File: config.mk
export PLATFORM = sky130hd
export DESIGN_NAME = video_fetch_flat
export DESIGN_NICKNAME = d
export VERILOG_FILES = /design/src/rtl/video_pkg.sv /design/src/rtl/video_fetch_if.sv /design/src/rtl/video_fetch_fifo.sv /design/src/rtl/video_fetch.sv /design/src/flat_wrapper.sv
export SDC_FILE = /design/constraint.sdc
export NUM_CORES = 1
export LEC_CHECK = 0
export ABC_AREA = 1
export BUFFER_PORTS_ARGS = -buffer_cell sky130_fd_sc_hd__buf_2
export CORE_MARGIN = 1.5
export CORE_UTILIZATION = 35
export CTS_CLUSTER_SIZE = 40
export DETAILED_ROUTE_END_ITERATION = 10
export GPL_ROUTABILITY_DRIVEN = 0
export PLACE_DENSITY = 0.6
export SLEW_MARGIN = 0
export SYNTH_ARGS = -nofsm -noshare
export SYNTH_HDL_FRONTEND = slang
export SYNTH_SLANG_ARGS = --single-unit
File: constraint.sdc
create_clock -name clk -period 6 [get_ports clk]
set_clock_uncertainty 0.05 [all_clocks]
set_input_delay 0 -clock clk [delete_from_list [all_inputs] [get_ports clk]]
set_output_delay 0 -clock clk [all_outputs]
set_load 0.02 [all_outputs]
File: src/rtl/video_pkg.sv
// Shared types and constants for the video fetch stage: lane geometry,
// FIFO depth, byte-source encoding, and small datapath helpers.
package video_pkg;

    localparam int LANE_W     = 8;
    localparam int GRP_W      = 32;
    localparam int LANES      = GRP_W / LANE_W;
    localparam int FIFO_DEPTH = 2;

    typedef enum logic {
        BSL_LO = 1'b0,
        BSL_HI = 1'b1
    } bsl_e;

    // Pick the byte of a DRAM read word that feeds a lane.
    function automatic logic [LANE_W-1:0] lane_byte(input logic [15:0] rdata, input logic sel_hi);
        logic [LANE_W-1:0] b;
        case (bsl_e'(sel_hi))
            BSL_HI:  b = rdata[15:8];
            BSL_LO:  b = rdata[7:0];
            default: b = rdata[7:0];
        endcase
        return b;
    endfunction

    function automatic logic [7:0] sat_inc(input logic [7:0] cnt);
        return (cnt == 8'hFF) ? cnt : cnt + 8'd1;
    endfunction

endpackage

File: src/rtl/video_fetch_if.sv
// DRAM-side and renderer-side handshake of the video fetch stage.
interface video_fetch_if;
    import video_pkg::*;

    logic             video_rq;
    logic             video_strb;
    logic [15:0]      dram_rdata;
    logic             fetch_stb;
    logic [GRP_W-1:0] fetch_data;

    modport master (
        output video_strb, dram_rdata, fetch_stb,
        input  video_rq, fetch_data
    );

    modport slave (
        input  video_strb, dram_rdata, fetch_stb,
        output video_rq, fetch_data
    );

endinterface

File: src/rtl/video_fetch_fifo.sv
// Two-entry group FIFO with flush; reports dropped pushes and empty pops
// as single-cycle pulses so the parent can keep the debug counters.
module video_fetch_fifo
    import video_pkg::*;
#(
    parameter int DEPTH = FIFO_DEPTH
) (
    input  logic             clk,
    input  logic             rst,
    input  logic             push,
    input  logic             pop,
    input  logic             flush,
    input  logic [GRP_W-1:0] din,
    output logic [GRP_W-1:0] head,
    output logic [1:0]       level,
    output logic             drop,
    output logic             underrun
);

    localparam logic [1:0] FULL_LVL = 2'(DEPTH);

    logic [GRP_W-1:0] mem_r [DEPTH];
    logic             wp_r;
    logic             rp_r;
    logic [1:0]       lvl_r;
    logic             push_ok_s;
    logic             pop_ok_s;
    logic [1:0]       lvl_nxt_s;

    // Accept/refuse decisions; a pop frees a slot for a push in the same cycle.
    always_comb begin
        push_ok_s = 1'b0;
        pop_ok_s  = 1'b0;
        drop      = 1'b0;
        underrun  = 1'b0;
        lvl_nxt_s = lvl_r;
        if (flush) begin
            lvl_nxt_s = 2'd0;
        end else begin
            pop_ok_s  = pop && (lvl_r != 2'd0);
            push_ok_s = push && ((lvl_r != FULL_LVL) || pop_ok_s);
            drop      = push && !pop && (lvl_r == FULL_LVL);
            underrun  = pop && (lvl_r == 2'd0);
            case ({push_ok_s, pop_ok_s})
                2'b10:   lvl_nxt_s = lvl_r + 2'd1;
                2'b01:   lvl_nxt_s = lvl_r - 2'd1;
                default: lvl_nxt_s = lvl_r;
            endcase
        end
    end

    // Storage, pointers and level.
    always_ff @(posedge clk or posedge rst) begin
        if (rst) begin
            for (int i = 0; i < DEPTH; i++) begin
                mem_r[i] <= '0;
            end
            wp_r  <= 1'b0;
            rp_r  <= 1'b0;
            lvl_r <= 2'd0;
        end else if (flush) begin
            wp_r  <= 1'b0;
            rp_r  <= 1'b0;
            lvl_r <= 2'd0;
        end else begin
            if (push_ok_s) begin
                mem_r[wp_r] <= din;
                wp_r        <= ~wp_r;
            end
            if (pop_ok_s) begin
                rp_r <= ~rp_r;
            end
            lvl_r <= lvl_nxt_s;
        end
    end

    assign head  = mem_r[rp_r];
    assign level = lvl_r;

endmodule

File: src/rtl/video_fetch.sv
// Video fetch stage: assembles 16-bit DRAM words into 32-bit groups,
// queues them for the renderer and paces the video DRAM request.
module video_fetch
    import video_pkg::*;
#(
    parameter int DEPTH = FIFO_DEPTH
) (
    input  logic             clk,
    input  logic             rst,
    input  logic             line_start_s,
    input  logic [LANES-1:0] fetch_sel,
    input  logic [1:0]       fetch_bsl,
    video_fetch_if.slave     vbus,
    output logic [1:0]       fifo_lvl,
    output logic [7:0]       unf_cnt,
    output logic [7:0]       ovf_cnt
);

    localparam logic [1:0] FULL_LVL = 2'(DEPTH);

    logic [GRP_W-1:0] coll_r;
    logic [GRP_W-1:0] coll_nxt_s;
    logic [LANES-1:0] wm_r;
    logic [LANES-1:0] wm_set_s;
    logic             grp_done_s;
    logic [GRP_W-1:0] head_s;
    logic             drop_s;
    logic             underrun_s;
    logic [GRP_W-1:0] fetch_data_r;
    logic             rq_r;
    logic [7:0]       unf_cnt_r;
    logic [7:0]       ovf_cnt_r;

    // Lane steering: even lanes follow bsl[0], odd lanes bsl[1].
    always_comb begin
        coll_nxt_s = coll_r;
        wm_set_s   = fetch_sel & {LANES{vbus.video_strb}};
        for (int i = 0; i < LANES; i++) begin
            if (wm_set_s[i]) begin
                coll_nxt_s[i*LANE_W +: LANE_W] = lane_byte(vbus.dram_rdata, fetch_bsl[i % 2]);
            end else begin
                coll_nxt_s[i*LANE_W +: LANE_W] = coll_r[i*LANE_W +: LANE_W];
            end
        end
        grp_done_s = ((wm_r | wm_set_s) == {LANES{1'b1}}) && !line_start_s;
    end

    // Collector data and written-mask; line start drops only the mask.
    always_ff @(posedge clk or posedge rst) begin
        if (rst) begin
            coll_r <= '0;
            wm_r   <= '0;
        end else if (line_start_s) begin
            wm_r <= '0;
        end else begin
            coll_r <= coll_nxt_s;
            wm_r   <= grp_done_s ? '0 : (wm_r | wm_set_s);
        end
    end

    video_fetch_fifo #(
        .DEPTH(DEPTH)
    ) u_fifo (
        .clk      (clk),
        .rst      (rst),
        .push     (grp_done_s),
        .pop      (vbus.fetch_stb),
        .flush    (line_start_s),
        .din      (coll_nxt_s),
        .head     (head_s),
        .level    (fifo_lvl),
        .drop     (drop_s),
        .underrun (underrun_s)
    );

    // Renderer data, request and debug counters.
    always_ff @(posedge clk or posedge rst) begin
        if (rst) begin
            fetch_data_r <= '0;
            rq_r         <= 1'b0;
            unf_cnt_r    <= 8'd0;
            ovf_cnt_r    <= 8'd0;
        end else begin
            rq_r <= (fifo_lvl < FULL_LVL) && !line_start_s;
            if (vbus.fetch_stb && !line_start_s) begin
                fetch_data_r <= underrun_s ? '0 : head_s;
            end
            if (underrun_s) begin
                unf_cnt_r <= sat_inc(unf_cnt_r);
            end
            if (drop_s) begin
                ovf_cnt_r <= sat_inc(ovf_cnt_r);
            end
        end
    end

    assign vbus.fetch_data = fetch_data_r;
    assign vbus.video_rq   = rq_r;
    assign unf_cnt         = unf_cnt_r;
    assign ovf_cnt         = ovf_cnt_r;

endmodule

File: src/flat_wrapper.sv
// flat-port wrapper written by rule: the top's interface ports become plain ports
module video_fetch_flat import video_pkg::*;
#(
    parameter int DEPTH = FIFO_DEPTH
)
  (clk, rst, line_start_s, fetch_sel, fetch_bsl, fifo_lvl, unf_cnt, ovf_cnt, vbus_video_strb, vbus_dram_rdata, vbus_fetch_stb, vbus_video_rq, vbus_fetch_data);
  video_fetch_if vbus_i ();
  input  logic clk;
  input  logic rst;
  input  logic line_start_s;
  input  logic [LANES-1:0] fetch_sel;
  input  logic [1:0] fetch_bsl;
  output logic [1:0] fifo_lvl;
  output logic [7:0] unf_cnt;
  output logic [7:0] ovf_cnt;
  input wire logic [$bits(vbus_i.video_strb)-1:0] vbus_video_strb;
  input wire logic [$bits(vbus_i.dram_rdata)-1:0] vbus_dram_rdata;
  input wire logic [$bits(vbus_i.fetch_stb)-1:0] vbus_fetch_stb;
  output wire logic [$bits(vbus_i.video_rq)-1:0] vbus_video_rq;
  output wire logic [$bits(vbus_i.fetch_data)-1:0] vbus_fetch_data;
  assign vbus_i.video_strb = vbus_video_strb;
  assign vbus_i.dram_rdata = vbus_dram_rdata;
  assign vbus_i.fetch_stb = vbus_fetch_stb;
  assign vbus_video_rq = vbus_i.video_rq;
  assign vbus_fetch_data = vbus_i.fetch_data;
  video_fetch #(.DEPTH(DEPTH)) u_core (.clk(clk), .rst(rst), .line_start_s(line_start_s), .fetch_sel(fetch_sel), .fetch_bsl(fetch_bsl), .vbus(vbus_i), .fifo_lvl(fifo_lvl), .unf_cnt(unf_cnt), .ovf_cnt(ovf_cnt));
endmodule
==> reports/metrics.csv <==
metric;value;unit
outcome;finished clean;
rsz0062_at_grt;no;
syn_area_per_cell;8.16;µm²
drv_slew;0;
io_buffers;77;
relSlewSlack;30.0;%
hpwl;10.7;mm
irDropWorstVdd;0.000193;V
setup.worst_path.start_class;register;
critPathArrivalTime;2.34;ns
rr_worst_depth;9;
path_buf_inv;2;
layout_commonest_cell;nand2_1;
core;0.0196;mm²
ys_seq_elements;153;
drive_gt1_share;13.4;%
hold_viol;0;
io_pins;78;
finalSetupViolations;0;
cp_common_cell;nand2_1;
vias_per_cell;4.61;
cts_tree;built;
grt_first_pass_wirelength;26.6;mm
die_w;145;µm
syn_area;0.00703;mm²
cp-startpoint;u_core.wm_r[3]$_DFF_PP0_;
fin_nets;950;
insertion_delay;0.42;ns
min_period_over_period;34.7;%
worstReg2RegStart;u_core.wm_r[3]$_DFF_PP0_;
post_cts.repair.setup_buffers;0;
cpLargestDelayFamily;simple AND/OR/NAND/NOR gates;
cts.sinks;153;
die_y;145;µm
die_area;0.0210;mm²
critPathSlowestCell;nor2_8;
antennaDiodeCount;0;
grt_max_degree;82;
vias;5528;
clk_pin_slew;0.06;ns
firstDrtPassIters;4;
hold_class;in -> reg;
p_leak;4.11;nW
instances_no_fill;1199;
required;6.26;ns
synth_cell_types;28;
rows;51;
placed_area;0.00757;mm²
yosysWarnings;0;
area_growth;17.4;%
antenna_found_initial;0;
timing.reg2reg.setup_slack;3.92;ns
grt.overflow.total;0;
layout_common_cells;nand2_1, o21ai_0, dfrtp_1;
path_class;reg -> reg;
routed_wl;16.1;mm
whs_endpoint;u_core.wm_r[0]$_DFF_PP0_;
root_buffer;clkbuf_16;
cts_made_buffers;17;
drt_iter0_drc;313;
worstSetupEndpointType;register;
slowest_delay;0.39;ns
min_from;fetch_sel[0];
power.density;387;mW/mm²
grt_pass1_vias;5119;
cap_violations;0;
ant_nets;0;
synth.net_count;891;
path_cells;inv_1, nand2_1, nand3_2, nor2_8, nand2_4, nor2_8, inv_2, nand2_1, nand2_1;
cts_max_level;4;
wl_per_cell;13.4;µm
ys_seq_area_share;54.4;%
clock_path_buffers;2;
holdPathStages;4;
dp.cells;1166;
fin_tns_setup;0;ns
drcViolationCount;0;
timing_worst_slew_pin_value;1.05;ns
fmax;481;MHz
min_period;2.08;ns
synth_cells;862;
postCtsResizedCells;0;
finish.instance_area;0.00826;mm²
r2r_end;u_core.u_fifo.mem_r[58]$_DFFE_PP0P_;
start_util;35.9;%
path_max_fanout;33;
grt_usage;16.4;%
[cells by family after synthesis]
| logic type | synth area share, % |
|---|---|
| AOI/OAI and AO/OA | 15.4 |
| xor gates and xnor gates | 1.74 |
| and+or+nand+nor | 19.6 |
| adders and majority gates | 0.356 |
| buffers and inverters | 8.41 |
| muxes | 0.142 |
| DFF | 54.4 |
[layout make-up]
cell class | instances | area [µm²]
fill | 2005 | 11300
sequential | 153 | 3830
multi-input combinational | 569 | 2620
clock buffer | 22 | 494
timing repair buffer | 82 | 425
inverter | 98 | 373
tap | 265 | 332
clock inverter | 10 | 188
[worst register-to-register path, delay by kind of cell (launching register included)]
family	cells	cell delay, ns
buf+inv	2	0.43
flops	1	0.33
simple gates	7	1.17
[sequential cells by signal, summed over array words and instances (netlist names)]
| register | cells |
|---|---|
| u_core.wm_r | 4 |
| u_core.unf_cnt | 8 |
| u_core.u_fifo.level | 2 |
| u_core.vbus.video_rq | 1 |
| u_core.ovf_cnt | 8 |
| u_core.vbus.fetch_data | 32 |
| u_core.coll_r | 32 |
| u_core.u_fifo.wp_r | 1 |
| u_core.u_fifo.mem_r | 64 |
| u_core.u_fifo.rp_r | 1 |
[per-stage QoR]
stage	power, mW	util (%)	worst slack, ns	hold slack (ns)
after floorplan	1.78	-	1.83	0.238
after global placement	1.99	38.6	3.68	0.146
after detailed placement	2.01	38.6	3.51	0.147
after CTS	3.24	42.2	3.89	0.0320
after global routing	3.39	42.2	3.68	0.0480
final	3.20	42.2	3.92	0.0314
[metal layers]
metal | wire length [µm] | GRT usage [%] | vias to the layer above
li1 | - | - | 2839
met1 | 8090 | 23.3 | 2578
met2 | 7180 | 25.2 | 99
met3 | 674 | 4.31 | 12
met4 | 123 | 3.67 | 0
met5 | 0 | 0 | -
[synth_stat cells, drive strengths merged]
cell type | number | area share, %
clkbuf | 28 | 1.5
xor2 | 5 | 0.62
nor2 | 17 | 1.6
nand4 | 4 | 0.36
xnor2 | 9 | 1.1
o21ai | 211 | 15
dfrtp | 153 | 54
clkinv | 1 | 0.053
mux2i | 1 | 0.14
a21oi | 4 | 0.34
nor3 | 2 | 0.14
nand3b | 1 | 0.11
inv | 97 | 5.2
nand3 | 14 | 1.1
ha | 2 | 0.36
nand2 | 296 | 16
nor3b | 3 | 0.32
buf | 14 | 1.7
[worst max path at each step]
| stage | endpoint | slack (ns) | depth (start not counted) |
|---|---|---|---|
| detailed placement | u_core.u_fifo.mem_r[32]$_DFFE_PP0P_ | 3.51 | 8 |
| CTS | u_core.u_fifo.mem_r[58]$_DFFE_PP0P_ | 3.89 | 9 |
| global route | u_core.u_fifo.mem_r[58]$_DFFE_PP0P_ | 3.68 | 9 |
| global placement | u_core.u_fifo.mem_r[61]$_DFFE_PP0P_ | 3.68 | 8 |
| floorplan | u_core.coll_r[0]$_DFFE_PP0N_ | 1.83 | 1 |
| finish | u_core.u_fifo.mem_r[58]$_DFFE_PP0P_ | 3.92 | 9 |
[timing repair]
| action | 4_1_cts | 5_1_grt |
|---|---|---|
| hold buffers | 1 | 0 |
| hold endpoints to repair | 80 | 0 |
| setup endpoints to repair | 0 | 0 |
[power breakdown]
part	leakage [nW]	internal, mW	switching [mW]
registers	1.89	1.24	0.135
logic	1.89	0.202	0.408
clock network	0.329	0.795	0.422
total	4.11	2.23	0.965
No activity file was read; power rests on OpenSTA's default activity.
